===== config.mk =====
export PLATFORM = sky130hd
export DESIGN_NAME = vga_sync_gen
export DESIGN_NICKNAME = d
export VERILOG_FILES = /design/src/rtl/vga_timing_pkg.sv /design/src/rtl/vga_sync_gen_vcount.sv /design/src/rtl/vga_sync_gen.sv
export SDC_FILE = /design/constraint.sdc
export NUM_CORES = 1
export LEC_CHECK = 0
export BUFFER_PORTS_ARGS = -buffer_cell sky130_fd_sc_hd__buf_2
export CAP_MARGIN = 20
export CELL_PAD_IN_SITES_DETAIL_PLACEMENT = 0
export CELL_PAD_IN_SITES_GLOBAL_PLACEMENT = 1
export CORE_AREA = 5 5 63 65
export DETAILED_ROUTE_END_ITERATION = 6
export DIE_AREA = 0 0 68 70
export PLACE_DENSITY_LB_ADDON = 0.12
export SYNTH_ARGS = -nofsm -noshare
export SYNTH_HDL_FRONTEND = slang
export SYNTH_SLANG_ARGS = --single-unit

===== constraint.sdc =====
create_clock -name clk -period 1.7 [get_ports clk]
set_clock_uncertainty 0.05 [all_clocks]
set_input_delay 0.34 -clock clk [delete_from_list [all_inputs] [get_ports clk]]
set_output_delay 0.34 -clock clk [all_outputs]
set_load 0.05 [all_outputs]

===== src/rtl/vga_timing_pkg.sv =====
// Shared 640x480@60 timing constants for the VGA sync pipeline.
package vga_timing_pkg;

  // Horizontal timing, in pixel clocks from the start of a line
  localparam int H_VIS        = 640;
  localparam int H_SYNC_BEGIN = 656;
  localparam int H_SYNC_END   = 752;
  localparam int H_TOTAL      = 800;

  // Vertical timing, in lines from the start of a frame
  localparam int V_VIS        = 480;
  localparam int V_SYNC_BEGIN = 490;
  localparam int V_SYNC_END   = 492;
  localparam int V_TOTAL      = 525;

  // Width of the line counter and pixel coordinates
  localparam int COORD_W = 10;

  typedef logic [COORD_W-1:0] coord_t;

endpackage


===== src/rtl/vga_sync_gen_vcount.sv =====
// vga_vcount: vertical line counter advanced by the end-of-line strobe.
// Emits the wrapped next-line number and the decodes the top registers on
// the line boundary (visible, vsync) and at prefetch start (fetch line).
module vga_vcount
  import vga_timing_pkg::*;
#(
  parameter int V_TOTAL      = vga_timing_pkg::V_TOTAL,
  parameter int V_VIS        = vga_timing_pkg::V_VIS,
  parameter int V_SYNC_BEGIN = vga_timing_pkg::V_SYNC_BEGIN,
  parameter int V_SYNC_END   = vga_timing_pkg::V_SYNC_END
) (
  input  logic               clk,
  input  logic               rst,
  input  logic               hCountEnd,
  output logic [COORD_W-1:0] vcount,
  output logic [COORD_W-1:0] lineNext,
  output logic               nextVis,
  output logic               nextVsyncN,
  output logic               fetchLine
);

  // Next line number; any out-of-range value also folds back to line 0
  always_comb begin
    lineNext = vcount + coord_t'(1);
    if (vcount >= coord_t'(V_TOTAL - 1)) begin
      lineNext = '0;
    end
  end

  // Line-based decodes: visibility and vsync of the line about to start,
  // and whether the line after the current one will be displayed
  always_comb begin
    nextVis    = (lineNext < coord_t'(V_VIS));
    nextVsyncN = !((lineNext >= coord_t'(V_SYNC_BEGIN)) &&
                   (lineNext <  coord_t'(V_SYNC_END)));
    fetchLine  = (vcount == coord_t'(V_TOTAL - 1)) ||
                 (vcount <  coord_t'(V_VIS - 1));
  end

  // Line counter steps once per line, on the last clock of the line
  always_ff @(posedge clk) begin
    if (rst) begin
      vcount <= '0;
    end else if (hCountEnd) begin
      vcount <= lineNext;
    end
  end

endmodule


===== src/rtl/vga_sync_gen.sv =====
// vga_sync_gen: turns horizontal position strobes into registered
// HSYNC/VSYNC, display enable, prefetch window and frame-start pulse.
// Every output updates on the clock after its causing strobe, so it lines
// up with hcount == strobe position + 1.
// Optional build macro VGA_PIXEL_COORD_EN adds pixX/pixY coordinate outputs.
module vga_sync_gen
  import vga_timing_pkg::*;
#(
  parameter int V_TOTAL      = vga_timing_pkg::V_TOTAL,
  parameter int V_VIS        = vga_timing_pkg::V_VIS,
  parameter int V_SYNC_BEGIN = vga_timing_pkg::V_SYNC_BEGIN,
  parameter int V_SYNC_END   = vga_timing_pkg::V_SYNC_END
) (
  input  logic               clk,
  input  logic               rst,
  input  logic               hCountEnd,
  input  logic               hBeginPulse,
  input  logic               hEndPulse,
  input  logic               hVisEnd,
  input  logic               hBeginActive,
  input  logic               hEndActive,
  output logic               hsync_n,
  output logic               vsync_n,
  output logic [COORD_W-1:0] vcount,
  output logic               displayEn,
  output logic               fetchEn,
  output logic               frameStart
`ifdef VGA_PIXEL_COORD_EN
  ,
  output logic [COORD_W-1:0] pixX,
  output logic [COORD_W-1:0] pixY
`endif
);

  logic [COORD_W-1:0] lineNext;
  logic               nextVis;
  logic               nextVsyncN;
  logic               fetchLine;

  logic hVis;
  logic hAct;
  logic vVis;
  logic vFetch;

  logic hsyncNNext;
  logic vsyncNNext;
  logic hVisNext;
  logic hActNext;
  logic vVisNext;
  logic vFetchNext;
  logic displayEnNext;
  logic fetchEnNext;
  logic frameStartNext;

  vga_vcount #(
    .V_TOTAL      (V_TOTAL),
    .V_VIS        (V_VIS),
    .V_SYNC_BEGIN (V_SYNC_BEGIN),
    .V_SYNC_END   (V_SYNC_END)
  ) u_vcount (
    .clk        (clk),
    .rst        (rst),
    .hCountEnd  (hCountEnd),
    .vcount     (vcount),
    .lineNext   (lineNext),
    .nextVis    (nextVis),
    .nextVsyncN (nextVsyncN),
    .fetchLine  (fetchLine)
  );

  // Strobe-to-level next state; when set and clear strobes coincide the
  // clearing strobe wins so the level ends up deasserted
  always_comb begin
    hsyncNNext = hsync_n;
    if (hEndPulse) begin
      hsyncNNext = 1'b1;
    end else if (hBeginPulse) begin
      hsyncNNext = 1'b0;
    end

    hVisNext = hVis;
    if (hVisEnd) begin
      hVisNext = 1'b0;
    end else if (hCountEnd) begin
      hVisNext = 1'b1;
    end

    hActNext = hAct;
    if (hEndActive) begin
      hActNext = 1'b0;
    end else if (hBeginActive) begin
      hActNext = 1'b1;
    end

    vVisNext       = hCountEnd    ? nextVis    : vVis;
    vsyncNNext     = hCountEnd    ? nextVsyncN : vsync_n;
    vFetchNext     = hBeginActive ? fetchLine  : vFetch;
    displayEnNext  = hVisNext & vVisNext;
    fetchEnNext    = hActNext & vFetchNext;
    frameStartNext = hCountEnd && (lineNext == '0);
  end

  // Output and level registers; reset reproduces the hcount==0, line 0 state
  always_ff @(posedge clk) begin
    if (rst) begin
      hsync_n    <= 1'b1;
      vsync_n    <= 1'b1;
      hVis       <= 1'b1;
      hAct       <= 1'b1;
      vVis       <= 1'b1;
      vFetch     <= 1'b1;
      displayEn  <= 1'b1;
      fetchEn    <= 1'b1;
      frameStart <= 1'b0;
    end else begin
      hsync_n    <= hsyncNNext;
      vsync_n    <= vsyncNNext;
      hVis       <= hVisNext;
      hAct       <= hActNext;
      vVis       <= vVisNext;
      vFetch     <= vFetchNext;
      displayEn  <= displayEnNext;
      fetchEn    <= fetchEnNext;
      frameStart <= frameStartNext;
    end
  end

`ifdef VGA_PIXEL_COORD_EN
  logic [COORD_W-1:0] pixXNext;
  logic [COORD_W-1:0] pixYNext;
  logic [COORD_W-1:0] lineCur;

  // Coordinates follow the same next-state as displayEn so they stay aligned
  always_comb begin
    lineCur  = hCountEnd ? lineNext : vcount;
    pixXNext = '0;
    if (displayEnNext && displayEn) begin
      pixXNext = pixX + coord_t'(1);
    end
    pixYNext = vVisNext ? lineCur : '0;
  end

  // Coordinate registers
  always_ff @(posedge clk) begin
    if (rst) begin
      pixX <= '0;
      pixY <= '0;
    end else begin
      pixX <= pixXNext;
      pixY <= pixYNext;
    end
  end
`endif

endmodule


==> flow_summary_export.csv <==
group,metric,value,unit
placement,pre_cts_slack,-77.44,ps
setup_path,cp_top_family,"simple AND/OR/NAND/NOR gates",
setup_path,startpoint,"u_vcount.vcount[5]",
route,drt-initial-drc-count,86,
run,max_cap_viol_count,0,
route,vias,1258,
setup_path,crit_path_max_incr_delay,530,ps
global_routing,grtUsageMet2,24.09,%
setup_path,required,1880,ps
route,viasPerCell,5.591,
floorplanning,initial_utilization,35.50,%
floorplanning,die_h,70,um
global_routing,grt_busiest_layer,"met2",
worst_hold_path,hp-start,"hBeginPulse",
layout,fillers,328,
global_routing,antenna_found_initial,0,
power,power_density,582.8,nW/um^2
timing,rsz0062_at_grt,"yes",
placement,portBuffers,22,
global_routing,track_usage,15.97,%
synthesis,synth_edf_count,0,
timing,fin_crit_sh,97.37,%
setup_path,path_cells,"or4_1, nor2_1, a41oi_1, nor4_2",
layout,layout-drive-gt1-share,39.11,%
placement,place.gp.congestion,0.8484,
timing,finalMaxSlewViolations,0,
route,drtAntennaViolNets,0,
synthesis,yosys_warnings,0,
synthesis,synth_top_area_share,32.62,%
floorplanning,core,3284,sq um
layout,multiInputGateArea,718.2,sq um
cts,clk_latency,310,ps
global_routing,met3_usage,3.526,%
timing,maxSlewHeadroom,67.24,%
cts,htreeDepth,1,
synthesis,synth_nets,152,
synthesis,seq_area_frac_synth,32.62,%
cts,clockBufferDepth,2,
synthesis,synth_top_cell_by_area,"dfxtp_1",
worst_hold_path,hp-class,"in2reg",
synthesis,synth_area_per_cell,8.212,sq um
synthesis,async_flop_share,0,%
cts,post-cts-setup-buffers,0,
worst_hold_path,hold_depth,2,
setup_path,crit_buf_inv,0,
cts,cts_buffers,3,
setup_path,path_depth,4,
timing,finalHoldViolCount,0,
floorplanning,die_area,4760,sq um
cts,cts_tree,"yes",
setup_path,r2r-start,"u_vcount.vcount[5]",
synthesis,synth_cells,142,
timing,setup_viol,0,
global_routing,grt_pass1_vias,1182,
global_routing,grt_pass1_wl,5.837,mm
route,drt-wirelength-per-cell,15.87,um
timing,finalCriticalPeriod,1655,ps
synthesis,ys_ff_latch,19,
power,vdd_drop_max,0.4078,mV
timing,worstMarginPinSlew,489.5,ps
setup_path,critPathLaunchType,"register",
floorplanning,fp.dieW,68,um
layout,syn_to_final_growth,29.72,%
route,dr.pass1.iters,4,
synthesis,synth_area_leaders,"dfxtp_1 33%, a32o_1 4.3%, buf_2 3.9%, nor3_1 3.4%, nor2_1 3.2%",
setup_path,rr_worst_depth,4,
layout,postLayoutCoreUtil,46.06,%
cts,clkSlewWorstSetupHoldPaths,130,ps
cts,cts_hold_buf,0,
floorplanning,std_cell_rows,21,
layout,nets,190,
synthesis,yosys_most_used_dff,"dfxtp_1",
setup_path,end_kind,"register",
layout,register_area,397.9,sq um
power,p_leak,0.5913,nW
synthesis,synth_cell_types,49,
setup_path,worstPathMaxFanout,7,
route,routed_wl,3.570,mm
run_status,outcome,"finished clean",
setup_path,slowest_stage,"or4_1",
layout,diodes,0,
timing,setup_ws,44.72,ps
global_routing,grt_use_met1,22.10,%
global_routing,grt_max_degree,15,
global_routing,gr-total-overflow,0,
setup_path,cp.arrival,1840,ps
floorplanning,ioPinCount,23,
timing,max_freq,604.1,MHz
setup_path,criticalPathCategory,"reg2reg",
synthesis,synth_area,1166,sq um
placement,dp_hpwl,2.625,mm
cts,clock_sinks,19,
cts,cts-root-buf,"clkbuf_4",
route,drc,0,
==> cell usage after synthesis (3+ instances only) <==
library cell   n
nor3b_1        3
nor3_1         8
a32o_1         5
o21ai_0        4
o21ai_1        7
and3_1         3
nand3_1        5
a21oi_1        6
nand4_1        3
nor2_1        10
nand2_1        9
inv_1          5
dfxtp_1       19
buf_2          9
o211ai_1       3
==> sequential cells by signal, indices dropped and copies added (netlist names) <==
| register | flops |
|---|---|
| u_vcount.vcount | 10 |
| displayEn | 1 |
| fetchEn | 1 |
| frameStart | 1 |
| hAct | 1 |
| hVis | 1 |
| hsync_n | 1 |
| vFetch | 1 |
| vVis | 1 |
| vsync_n | 1 |
==> through the flow <==
stage	std cells	TNS, ps	total power, mW	instance area [sq um]	hold slack, ps
4_1_cts	225	0	0.8827	1493	142.9
6_report	225	0	0.8815	1513	139.4
5_1_grt	225	-7.308	0.9321	1513	144.3
3_3_place_gp	221	0	0.6395	1461	402.7
2_1_floorplan	142	-50.71	0.5764	1181	390.4
3_5_place_dp	221	-77.44	0.6393	1461	420.6
==> final timing paths <==
check	to	slack, ps
worst max-delay path	fetchEn	40
worst min-delay path	hsync_n	140
worst max register to register	fetchEn	40
worst min register to register	hsync_n	430
==> area by class of cell <==
cell class	instances	share of cell area, %
timing repair buffer	45	18.86
inverter	7	1.737
sequential	19	26.30
multi-input combinational	104	47.48
tap	46	3.805
clock buffer	3	1.489
clock inverter	1	0.3309
==> worst reg2reg max path, cell delays in order, from the launching register on <==
cell     delay (ps)
dfxtp_2         380
or4_1           530
nor2_1          170
a41oi_1         190
nor4_2          260
==> layout by cell type, fill, tap and decap left out, types with 5 or more instances in the layout <==
cell     netlist  layout
nand3_1        5       5
nand2_1        9       9
buf_2          9      21
buf_4          1      23
dfxtp_1       19      11
inv_1          5       5
a32o_1         5       5
o21ai_1        7       7
nor2_1        10      10
a21oi_1        6       6
dfxtp_2        0       5
nor3_1         8       7
==> what timing repair did <==
action | in CTS | in global routing
resized for setup | 2 | 4
pin swaps | 0 | 1
endpoints found under the setup margin | 1 | 3
==> report_power, final <==
group / total, mW / switching (mW) / internal [mW] / leakage, nW
Combinational: 0.163 / 0.105 / 0.0578 / 0.414
Sequential: 0.469 / 0.00950 / 0.459 / 0.160
Clock: 0.250 / 0.162 / 0.0880 / 0.0177
Total: 0.882 / 0.276 / 0.605 / 0.591
==> cells by family after synthesis <==
group	share of synthesized area [%]
and+or+nand+nor	29.72
AOI/OAI and AO/OA	25.86
xor gates and xnor gates	2.254
DFF	32.62
buffers and inverters	7.404
adders and majority gates	2.146
==> per-layer routing <==
layer	wire (um)	vias to the layer above
li1	-	610
met1	1596	572
met2	1620	70
met3	299	6
met4	53	0
met5	0	-
(Power assumes the default switching activity.)
